File: src/rtl/motors_cmd_queue_if.sv
// -----------------------------------------------------------------------------
// motors_cmd_queue_if
// Push channel of the motors command queue: a valid/ready handshake carrying
// one motion command (X/Y pulse counts, X/Y directions, pen position).
//
//   push_valid        producer -> queue   command offered
//   push_ready        queue -> producer   queue has a free slot
//   push_pulse_num_x  producer -> queue   X pulse count
//   push_dir_x        producer -> queue   X direction
//   push_pulse_num_y  producer -> queue   Y pulse count
//   push_dir_y        producer -> queue   Y direction
//   push_servo_down   producer -> queue   pen position, 1 = down
//
// modport master: the command producer.  modport slave: the queue.
// -----------------------------------------------------------------------------
interface motors_cmd_queue_if #(
    parameter int PULSE_NUM_X_BITS = 9,
    parameter int PULSE_NUM_Y_BITS = 9
);
    logic                        push_valid;
    logic                        push_ready;
    logic [PULSE_NUM_X_BITS-1:0] push_pulse_num_x;
    logic                        push_dir_x;
    logic [PULSE_NUM_Y_BITS-1:0] push_pulse_num_y;
    logic                        push_dir_y;
    logic                        push_servo_down;

    modport master (
        output push_valid,
        output push_pulse_num_x,
        output push_dir_x,
        output push_pulse_num_y,
        output push_dir_y,
        output push_servo_down,
        input  push_ready
    );

    modport slave (
        input  push_valid,
        input  push_pulse_num_x,
        input  push_dir_x,
        input  push_pulse_num_y,
        input  push_dir_y,
        input  push_servo_down,
        output push_ready
    );
endinterface

File: src/rtl/motors_cmd_queue.sv
// -----------------------------------------------------------------------------
// motors_cmd_queue
// Buffers motion commands in a DEPTH-entry circular FIFO and hands them one at
// a time to a downstream motors controller. A command is issued when the
// controller reports motors_rdy; the queue then pulses motors_trigger for one
// enabled cycle, holds the payload stable, and waits for motors_done before
// issuing the next command.
//
// Ports
//   clk             system clock
//   reset           asynchronous active-high reset
//   clk_en          clock enable; all state advances only on enabled edges
//   flush           drop every queued, not-yet-issued command
//   push            command push channel (slave side of motors_cmd_queue_if)
//   motors_rdy      downstream controller idle, may be triggered
//   motors_done     downstream one-cycle pulse: move finished
//   motors_trigger  one-enabled-cycle start pulse to the controller
//   pulse_num_x/dir_x/pulse_num_y/dir_y/servo_down
//                   payload of the last issued command
//   count           queued, not-yet-issued commands
//   idle            queue empty and no move in flight
// -----------------------------------------------------------------------------
module motors_cmd_queue #(
    parameter int PULSE_NUM_X_BITS = 9,
    parameter int PULSE_NUM_Y_BITS = 9,
    parameter int DEPTH            = 4
) (
    input  logic                        clk,
    input  logic                        reset,
    input  logic                        clk_en,
    input  logic                        flush,
    motors_cmd_queue_if.slave           push,
    input  logic                        motors_rdy,
    input  logic                        motors_done,
    output logic                        motors_trigger,
    output logic [PULSE_NUM_X_BITS-1:0] pulse_num_x,
    output logic                        dir_x,
    output logic [PULSE_NUM_Y_BITS-1:0] pulse_num_y,
    output logic                        dir_y,
    output logic                        servo_down,
    output logic [$clog2(DEPTH):0]      count,
    output logic                        idle
);

    localparam int PTR_W = $clog2(DEPTH);
    localparam int CNT_W = PTR_W + 1;

    typedef struct packed {
        logic [PULSE_NUM_X_BITS-1:0] x;
        logic                        dx;
        logic [PULSE_NUM_Y_BITS-1:0] y;
        logic                        dy;
        logic                        servo;
    } entry_t;

    typedef enum logic [1:0] {
        IDLE,
        ISSUE,
        WAIT_DONE
    } state_t;

    state_t             state;
    state_t             next_state;
    entry_t             mem [DEPTH];
    entry_t             issued;
    logic [PTR_W-1:0]   rd_ptr;
    logic [PTR_W-1:0]   wr_ptr;
    logic               ready;
    logic               do_push;
    logic               do_pop;

    // Ready depends only on the registered count, so a pop on the same edge
    // never makes room for a push early.
    assign ready          = (count != CNT_W'(DEPTH));
    assign push.push_ready = ready;

    // Flush wins over a same-cycle push: the offered command is dropped.
    assign do_push = push.push_valid && ready && !flush;

    // Next-state logic. Issuing uses the registered count, so a command pushed
    // on this edge cannot be issued until the following enabled edge.
    always_comb begin
        next_state = state;
        do_pop     = 1'b0;
        case (state)
            IDLE: begin
                if ((count != '0) && motors_rdy && !flush) begin
                    next_state = ISSUE;
                    do_pop     = 1'b1;
                end
            end
            ISSUE: begin
                next_state = WAIT_DONE;
            end
            WAIT_DONE: begin
                if (motors_done) begin
                    next_state = IDLE;
                end
            end
            default: begin
                next_state = IDLE;
            end
        endcase
    end

    // State, pointers, count and issued payload.
    always_ff @(posedge clk or posedge reset) begin
        if (reset) begin
            state          <= IDLE;
            rd_ptr         <= '0;
            wr_ptr         <= '0;
            count          <= '0;
            motors_trigger <= 1'b0;
            issued         <= '0;
        end else if (clk_en) begin
            state          <= next_state;
            // Trigger is high exactly while the FSM sits in ISSUE.
            motors_trigger <= do_pop;
            if (do_pop) begin
                issued <= mem[rd_ptr];
            end
            if (flush) begin
                rd_ptr <= '0;
                wr_ptr <= '0;
                count  <= '0;
            end else begin
                // DEPTH is a power of two, so the pointers wrap naturally.
                if (do_pop) begin
                    rd_ptr <= rd_ptr + PTR_W'(1);
                end
                if (do_push) begin
                    wr_ptr <= wr_ptr + PTR_W'(1);
                end
                case ({do_push, do_pop})
                    2'b10:   count <= count + CNT_W'(1);
                    2'b01:   count <= count - CNT_W'(1);
                    default: count <= count;
                endcase
            end
        end
    end

    // Command storage. A push and a pop never target the same slot on one
    // edge: a pop needs count>0 and a push needs count<DEPTH, so when both
    // happen the pointers differ.
    always_ff @(posedge clk) begin
        if (clk_en && do_push) begin
            mem[wr_ptr] <= '{
                x:     push.push_pulse_num_x,
                dx:    push.push_dir_x,
                y:     push.push_pulse_num_y,
                dy:    push.push_dir_y,
                servo: push.push_servo_down
            };
        end
    end

    assign pulse_num_x = issued.x;
    assign dir_x       = issued.dx;
    assign pulse_num_y = issued.y;
    assign dir_y       = issued.dy;
    assign servo_down  = issued.servo;

    assign idle = (count == '0) && (state == IDLE);

endmodule
File: src/flat_wrapper.sv
// flat-port wrapper written by rule: the top's interface ports become plain ports
module motors_cmd_queue_flat 
#(
    parameter int PULSE_NUM_X_BITS = 9,
    parameter int PULSE_NUM_Y_BITS = 9,
    parameter int DEPTH            = 4
)
  (clk, reset, clk_en, flush, motors_rdy, motors_done, motors_trigger, pulse_num_x, dir_x, pulse_num_y, dir_y, servo_down, count, idle, push_push_valid, push_push_pulse_num_x, push_push_dir_x, push_push_pulse_num_y, push_push_dir_y, push_push_servo_down, push_push_ready);
  motors_cmd_queue_if #(.PULSE_NUM_X_BITS(PULSE_NUM_X_BITS), .PULSE_NUM_Y_BITS(PULSE_NUM_Y_BITS)) push_i ();
  input  logic clk;
  input  logic reset;
  input  logic clk_en;
  input  logic flush;
  input  logic motors_rdy;
  input  logic motors_done;
  output logic motors_trigger;
  output logic [PULSE_NUM_X_BITS-1:0] pulse_num_x;
  output logic dir_x;
  output logic [PULSE_NUM_Y_BITS-1:0] pulse_num_y;
  output logic dir_y;
  output logic servo_down;
  output logic [$clog2(DEPTH):0] count;
  output logic idle;
  input wire logic [$bits(push_i.push_valid)-1:0] push_push_valid;
  input wire logic [$bits(push_i.push_pulse_num_x)-1:0] push_push_pulse_num_x;
  input wire logic [$bits(push_i.push_dir_x)-1:0] push_push_dir_x;
  input wire logic [$bits(push_i.push_pulse_num_y)-1:0] push_push_pulse_num_y;
  input wire logic [$bits(push_i.push_dir_y)-1:0] push_push_dir_y;
  input wire logic [$bits(push_i.push_servo_down)-1:0] push_push_servo_down;
  output wire logic [$bits(push_i.push_ready)-1:0] push_push_ready;
  assign push_i.push_valid = push_push_valid;
  assign push_i.push_pulse_num_x = push_push_pulse_num_x;
  assign push_i.push_dir_x = push_push_dir_x;
  assign push_i.push_pulse_num_y = push_push_pulse_num_y;
  assign push_i.push_dir_y = push_push_dir_y;
  assign push_i.push_servo_down = push_push_servo_down;
  assign push_push_ready = push_i.push_ready;
  motors_cmd_queue #(.PULSE_NUM_X_BITS(PULSE_NUM_X_BITS), .PULSE_NUM_Y_BITS(PULSE_NUM_Y_BITS), .DEPTH(DEPTH)) u_core (.clk(clk), .reset(reset), .clk_en(clk_en), .flush(flush), .push(push_i), .motors_rdy(motors_rdy), .motors_done(motors_done), .motors_trigger(motors_trigger), .pulse_num_x(pulse_num_x), .dir_x(dir_x), .pulse_num_y(pulse_num_y), .dir_y(dir_y), .servo_down(servo_down), .count(count), .idle(idle));
endmodule
File: config.mk
export PLATFORM = sky130hd
export DESIGN_NAME = motors_cmd_queue_flat
export DESIGN_NICKNAME = d
export VERILOG_FILES = /design/src/rtl/motors_cmd_queue_if.sv /design/src/rtl/motors_cmd_queue.sv /design/src/flat_wrapper.sv
export SDC_FILE = /design/constraint.sdc
export NUM_CORES = 1
export LEC_CHECK = 0
export CAP_MARGIN = 20
export CELL_PAD_IN_SITES_DETAIL_PLACEMENT = 0
export CELL_PAD_IN_SITES_GLOBAL_PLACEMENT = 2
export CORE_MARGIN = 4
export CORE_UTILIZATION = 45
export CTS_BUF_LIST = sky130_fd_sc_hd__clkbuf_16
export CTS_CLUSTER_SIZE = 28
export DETAILED_ROUTE_END_ITERATION = 8
export PLACE_DENSITY = 0.92
export SKIP_LAST_GASP = 1
export SYNTH_ARGS = -nofsm -noshare
export SYNTH_HDL_FRONTEND = slang
export SYNTH_SLANG_ARGS = --single-unit
File: constraint.sdc
create_clock -name clk -period 8.1 [get_ports clk]
set_input_delay 2.43 -clock clk [delete_from_list [all_inputs] [get_ports clk]]
set_output_delay 2.43 -clock clk [all_outputs]
set_load 0.005 [all_outputs]
==> reports/metrics.json, run 1 <==
{
  "syn-cell-area_um2": 4480,
  "gr-usage-met3_pct": 4.20,
  "timing.max_slew.rel_slack_pct": 31.3,
  "detail_route.wirelength_um": 7900,
  "antenna_cells_inserted": 0,
  "layout.cells.most_common_list": "edfxtp_1, clkdlybuf4s50_1, dfrtp_1, mux2_2, mux4_2",
  "drt_first_iter_violations": 106,
  "worst-slew-pin-transition_ns": 1.03,
  "fin_setup_tns_ns": 0,
  "fin_crit_sh_pct": 61.9,
  "die_height_um": 108,
  "io_buffers": 54,
  "power.static_leakage_nw": 2.06,
  "yosysTopAreaCellShare_pct": 56.3,
  "firstDrtPassIters": 6,
  "die_width_um": 108,
  "pwr-share-seq_pct": 44.2,
  "post_cts_resize_count": 0,
  "pin_count_of_the_biggest_net_entering_global_routing": 32,
  "report.final.slew_viol_count": 0,
  "synth_top_cell_by_area": "edfxtp_1",
  "final_setup_fails": 0,
  "avgRoutedWirePerCell_um": 17.8,
  "globalRouteOverflowTotal": 0,
  "first_global_vias": 2464,
  "place.gp.congestion": 0.795,
  "cts_bufs_inserted": 17,
  "powerDensity_nw_per_um2": 306,
  "netlist_instances": 227,
  "clock.fmax_mhz": 200,
  "finalHoldViolations": 0,
  "layout-drive-gt1-share_pct": 27.4,
  "yosysSeqAreaShare_pct": 73.6,
  "crit_path_max_fanout": 10,
  "run_status": "finished, final reports clean",
  "synthDistinctLibCells": 34,
  "postSynthNetCount": 260,
  "global_route.peak_usage_layer": "met2",
  "dpl.hpwl_um": 4670,
  "comb_power_share_pct": 18.9,
  "max-vdd-ir-drop_mv": 0.169,
  "finalClockSkew_ns": 0.0120,
  "post_synthesis_sequential_element_count": 115,
  "arrival_ns": 5.30,
  "global_route.usage.met1_pct": 18.6,
  "setup_slack_ns": 3.09,
  "fin_crit_ns": 5.01,
  "internal_power_w": 0.00133,
  "power.share.clock_pct": 36.9,
  "timing.hold.worst.class": "reg -> reg",
  "root_buffer": "clkbuf_16",
  "tritoncts": "built",
  "rows": 36,
  "rsz0062_at_grt": "no",
  "htreeDepth": 4,
  "cts-root-to-sink-buffers": 2,
  "setup.worst_path.class": "in -> reg",
  "floorplan.initialDensity_pct": 46.1,
  "synth_warnings": 0,
  "fin_hold_ws_ns": 0.506,
  "leading_cell_type_in_the_layout_fill_and_taps_excluded": "edfxtp_1",
  "grt_use_met2_pct": 25.7,
  "cp.required_ns": 8.39,
  "cts_hold_repair.buffers": 0,
  "total_power_w": 0.00176,
  "maxCapViolations": 0,
  "postRouteAntennaNets": 0,
  "end_kind": "flip-flop",
  "num-nets-final": 330,
  "vias_per_cell": 5.06,
  "cts_sink_count": 115,
  "synth_area_per_cell_um2": 19.7,
  "net-switching-power_w": 0.000433,
  "die_area_um2": 11600,
  "switching_share_pct": 24.6,
  "grt_util_overall_pct": 15.4,
  "crit_path_start_kind": "input pin",
  "place_worst_setup_slack_ns": 2.72,
  "insertion_delay_of_the_later_clocked_pin_in_the_worst_skew_pair_ns": 0.40,
  "grt_pass1_wl_um": 13100,
  "leading_post_synthesis_cells_by_cell_area": "edfxtp_1, dfrtp_1, mux4_2",
  "areaGrowthSynthToFinish_pct": 28.8,
  "antenna_found_initial": 0,
  "core-area_um2": 9730,
  "cts_setup_buffers": 0,
  "routed-via-count": 2242,
  "drt_drc_violations_left": 0,
  "ioPinCount": 55,
  "clkSlewWorstSetupHoldPaths_ns": 0.05
}
==> through the flow <==
stage	utilization [%]	instance area (um2)	instances
floorplan	-	4480	227
global placement	52.9	5150	406
detailed placement	53.2	5180	407
CTS	58.7	5710	439
global route	59.3	5770	443
finish	59.3	5770	443
==> sequential cells by signal (all words and copies together), names as in the netlist, 2 cells and up <==
| name | count |
|---|---|
| u_core.count | 3 |
| u_core.state | 2 |
| u_core.rd_ptr | 2 |
| u_core.pulse_num_x | 9 |
| u_core.pulse_num_y | 9 |
| u_core.wr_ptr | 2 |
| u_core.mem | 84 |
==> cell type report <==
cell class / count / area (um2)
clock buffers: 17 / 425
clock inverters: 15 / 106
fillers: 741 / 3960
inverters: 6 / 22.5
multi-input cells: 97 / 1110
flip-flops and latches: 115 / 3300
well taps: 133 / 166
repair buffers: 60 / 636
==> path summary, 6_finish.rpt <==
kind                            cells past startpoint                    end                   from  slack [ns]
worst max-delay path                               10        u_core.count[2]                  flush        3.09
worst min-delay path                                1  u_core.pulse_num_y[3]  u_core.pulse_num_y[3]        0.51
min in group asynchronous                           3  u_core.pulse_num_x[3]                  reset        2.44
max in group asynchronous                           3       u_core.rd_ptr[0]                  reset        5.32
worst min register to register                      1  u_core.pulse_num_y[3]  u_core.pulse_num_y[3]        0.51
worst max register to register                      9        u_core.count[2]        u_core.state[0]        5.37
==> cell usage after synthesis (all sizes together) <==
| cell type | n |
|---|---|
| nand2 | 9 |
| mux2i | 1 |
| or4b | 1 |
| mux2 | 24 |
| edfxtp | 84 |
| clkbuf | 4 |
| ha | 5 |
| nor2b | 3 |
| and3 | 1 |
| dfrtp | 31 |
| a21boi | 1 |
| or4 | 1 |
| o21ai | 7 |
| inv | 6 |
| xor2 | 1 |
| o221a | 1 |
| a21oi | 2 |
| nor4b | 3 |
| mux4 | 21 |
| and2 | 4 |
| nand3b | 1 |
| a21o | 2 |
| xnor2 | 1 |
| o211a | 2 |
| o2111ai | 1 |
| nor2 | 2 |
| a221o | 1 |
| a22o | 1 |
| buf | 5 |
| nand3 | 1 |
==> critical path, stage by stage <==
cell and delay, ns:
clkdlybuf4s50_1 0.59, or4b_4 0.64, a21oi_2 0.20, nand2_1 0.09, xnor2_1 0.13, ha_1 0.23
or4_1 0.52, a21boi_1 0.18, o2111ai_1 0.13, o211a_1 0.16
==> metal layers <==
metal,vias up,routed length (um)
met5,-,0
li1,1048,-
met2,43,4060
met3,10,338
met4,0,138
met1,1141,3360
==> power groups by stage <==
stage / logic (W) / registers, W / clock network [W]
floorplan: 0.000179 / 0.000760 / 0
global placement: 0.000325 / 0.000791 / 0
detailed placement: 0.000335 / 0.000793 / 0
CTS: 0.000338 / 0.000783 / 0.000663
global route: 0.000365 / 0.000794 / 0.000690
finish: 0.000333 / 0.000779 / 0.000652
==> logic make-up after synthesis <==
logic type / share of synthesized area, %
AOI/OAI and AO/OA: 2.90
xor gates and xnor gates: 0.391
adders and majority gates: 1.40
buffers and inverters: 1.51
DFF: 73.6
muxes: 16.8
and+or+nand+nor: 3.38
Power figures use the tool's default switching activity.
==> inputs of run 2 (changes only) <==
--- a/config.mk
+++ b/config.mk
@@ -9,11 +9,11 @@
 export CELL_PAD_IN_SITES_DETAIL_PLACEMENT = 0
 export CELL_PAD_IN_SITES_GLOBAL_PLACEMENT = 2
 export CORE_MARGIN = 4
-export CORE_UTILIZATION = 45
+export CORE_UTILIZATION = 42
 export CTS_BUF_LIST = sky130_fd_sc_hd__clkbuf_16
 export CTS_CLUSTER_SIZE = 28
 export DETAILED_ROUTE_END_ITERATION = 8
-export PLACE_DENSITY = 0.92
+export PLACE_DENSITY = 0.87
 export SKIP_LAST_GASP = 1
 export SYNTH_ARGS = -nofsm -noshare
 export SYNTH_HDL_FRONTEND = slang
==> constraint.sdc (replaced) <==
create_clock -name clk -period 4.87 [get_ports clk]
set_input_delay 1.461 -clock clk [delete_from_list [all_inputs] [get_ports clk]]
set_output_delay 1.461 -clock clk [all_outputs]
set_load 0.005 [all_outputs]
==> run 2 against run 1 <==
Effect of this change:
- sequential power up 67%
- via count up 1.7%
- first-iteration DRC count down 9.4%
- core utilization down 4.0 points
- sequential share of layout area up 0.35 points
- non-clock buffer count unchanged
- final area down 0.61%
- worst setup slack worse by 2.3 ns
- register-to-register slack worse by 3.3 ns
- routed wire length up 1.3%
- cell count up 0.68%
- largest cell class unchanged
==> reports/metrics.json, run 2 (synthesis results as in run 1) <==
{
  "run_status": "finished, final reports clean",
  "first_global_vias": {"value": 2403, "change": "-2.5%"},
  "floorplan.initialDensity": {"value": 43.2, "unit": "%", "change": "-2.8 points"},
  "io_buffers": {"value": 54, "change": "unchanged"},
  "worst-slew-pin-transition": {"value": 1.02, "unit": "ns", "change": "-0.0141 ns"},
  "arrival": {"value": 4.31, "unit": "ns", "change": "-0.99 ns"},
  "areaGrowthSynthToFinish_pct": 28.0,
  "gr-usage-met3": {"value": 4.86, "unit": "%", "change": "+0.66 points"},
  "die_width": {"value": 111, "unit": "um", "change": "+3.2%"},
  "post_cts_resize_count": {"value": 0, "change": "unchanged"},
  "grt_util_overall": {"value": 14.0, "unit": "%", "change": "-1.4 points"},
  "powerDensity": {"value": 512, "unit": "nW/um2", "change": "+67%"},
  "final_setup_fails": {"value": 0, "change": "unchanged"},
  "core-area": {"value": 10400, "unit": "um2", "change": "+6.6%"},
  "global_route.usage.met1": {"value": 16.8, "unit": "%", "change": "-1.8 points"},
  "maxCapViolations": {"value": 0, "change": "unchanged"},
  "setup.worst_path.class": "in -> reg",
  "firstDrtPassIters": {"value": 4, "change": "-2"},
  "power.static_leakage": {"value": 2.06, "unit": "nW", "change": "+0.33%"},
  "dpl.hpwl": {"value": 4660, "unit": "um", "change": "-0.17%"},
  "drt_drc_violations_left": {"value": 0, "change": "unchanged"},
  "fin_setup_tns": {"value": 0, "unit": "ns", "change": "unchanged"},
  "ioPinCount": {"value": 55, "change": "unchanged"},
  "flip_flop_and_latch_area": {"value": 3300, "unit": "um2", "change": "unchanged"},
  "globalRouteOverflowTotal": {"value": 0, "change": "unchanged"},
  "antenna_cells_inserted": {"value": 0, "change": "unchanged"},
  "cts_setup_buffers": {"value": 0, "change": "unchanged"},
  "r2r_slack": {"value": 2.11, "unit": "ns", "change": "-3.26 ns"},
  "multi_input_area": {"value": 1110, "unit": "um2", "change": "unchanged"},
  "pin_count_of_the_biggest_net_entering_global_routing": {"value": 32, "change": "unchanged"},
  "global_route.peak_usage_layer": "met2",
  "avgRoutedWirePerCell": {"value": 17.9, "unit": "um", "change": "+0.57%"},
  "cts_hold_repair.buffers": {"value": 0, "change": "unchanged"},
  "crit_path_start_kind": "input pin",
  "root_buffer": "clkbuf_16",
  "n_fill_cell": {"value": 819, "change": "+11%"},
  "layout-drive-gt1-share": {"value": 26.1, "unit": "%", "change": "-1.3 points"},
  "rsz0062_at_grt": "no",
  "drt_first_iter_violations": {"value": 96, "change": "-9.4%"},
  "regMostFlops": "u_core.mem",
  "largest_register_ffs": {"value": 84, "change": "unchanged"},
  "antenna_found_initial": {"value": 0, "change": "unchanged"},
  "leading_cell_type_in_the_layout_fill_and_taps_excluded": "edfxtp_1",
  "vias_per_cell": {"value": 5.11, "change": "+1.0%"},
  "rows": {"value": 37, "change": "+2.8%"},
  "cts_bufs_inserted": {"value": 17, "change": "unchanged"},
  "finalHoldViolations": {"value": 0, "change": "unchanged"},
  "htreeDepth": {"value": 4, "change": "unchanged"},
  "cts_sink_count": {"value": 115, "change": "unchanged"},
  "die_height": {"value": 111, "unit": "um", "change": "+3.2%"},
  "grt_pass1_wl": {"value": 13000, "unit": "um", "change": "-1.3%"},
  "clock.fmax_mhz": 248,
  "end_kind": "flip-flop",
  "tritoncts": "built",
  "report.final.slew_viol_count": {"value": 0, "change": "unchanged"},
  "max-vdd-ir-drop": {"value": 0.389, "unit": "mV", "change": "+130%"},
  "die_area": {"value": 12400, "unit": "um2", "change": "+6.6%"},
  "detail_route.wirelength": {"value": 8000, "unit": "um", "change": "+1.3%"},
  "place.gp.congestion": {"value": 0.788, "change": "-0.82%"},
  "layout.cells.most_common_list": "edfxtp_1, clkdlybuf4s50_1, dfrtp_1, mux2_2, mux4_2",
  "cp.required": {"value": 5.15, "unit": "ns", "change": "-3.24 ns"},
  "clkSlewWorstSetupHoldPaths": {"value": 0.05, "unit": "ns", "change": "about the same"},
  "fin_crit_sh_pct": 82.8,
  "total_power": {"value": 0.00294, "unit": "W", "change": "+66%"},
  "postRouteAntennaNets": {"value": 0, "change": "unchanged"},
  "grt_use_met2": {"value": 23.7, "unit": "%", "change": "-2.0 points"},
  "routed-via-count": {"value": 2280, "change": "+1.7%"},
  "insertion_delay_of_the_later_clocked_pin_in_the_worst_skew_pair": {"value": 0.40, "unit": "ns", "change": "about the same"},
  "cts-root-to-sink-buffers": {"value": 2, "change": "unchanged"},
  "num-nets-final": {"value": 330, "change": "unchanged"},
  "fin_crit_ns": 4.03,
  "timing.hold.worst.class": "reg -> reg",
  "crit_path_max_fanout": {"value": 10, "change": "unchanged"},
  "timing.max_slew.rel_slack": {"value": 32.2, "unit": "%", "change": "+0.94 points"},
  "finalClockSkew": {"value": 0.00816, "unit": "ns", "change": "-0.00384 ns"}
}
[run 2: cell count changes in the layout (fill, tap and decap cells not counted), sizes merged]
cell,before,now
clkbuf,17,19
clkinv,8,9
clkinvlp,3,1
inv,10,9
[run 2: layout make-up]
class,instances,share of cell area [%]
inverter,6,0.393
tap,136,2.97
sequential,115,57.5
timing repair buffer,60,10.2
clock inverter,13,1.18
clock buffer,19,8.29
multi-input combinational,97,19.4
[run 2: path summary, 6_finish.rpt]
path	startpoint	endpoint	depth (start not counted)
worst max-delay path	flush	u_core.count[2]	10
worst min-delay path	u_core.pulse_num_y[5]	u_core.pulse_num_y[5]	1
worst max register to register	u_core.state[0]	u_core.count[2]	9
worst min register to register	u_core.pulse_num_y[5]	u_core.pulse_num_y[5]	1
max in group asynchronous	reset	u_core.rd_ptr[0]	3
min in group asynchronous	reset	u_core.pulse_num_x[6]	3
[run 2: per-stage QoR]
step	setup WS (ns)	utilization, %	hold slack [ns]	instances	area, um2
6_report	0.837	55.3	0.500	446	5740
5_1_grt	0.687	55.3	0.512	446	5740
4_1_cts	0.845	55.3	0.506	446	5740
3_5_place_dp	0.423	50.1	0.495	414	5190
3_3_place_gp	0.526	50.1	0.487	414	5190
2_1_floorplan	1.14	-	0.503	227	4480
[run 2: worst max-delay path, cell delays in order]
cell and delay, ns:
clkdlybuf4s50_1 0.57, or4b_4 0.63, a21oi_2 0.20, nand2_1 0.09
xnor2_1 0.13, ha_1 0.23, or4_1 0.51, a21boi_1 0.19
o2111ai_1 0.13, o211a_1 0.17
[run 2: per-layer routing]
layer	routed length, um	up-vias
li1	-	1042
met4	59	0
met5	0	-
met2	4280	48
met1	3320	1185
met3	333	5
[run 2: power breakdown]
group,switching (W),leakage (nW),internal (W)
sequential,0.000122,1.14,0.00118
clock,0.000400,0.279,0.000695
combinational,0.000159,0.640,0.000382
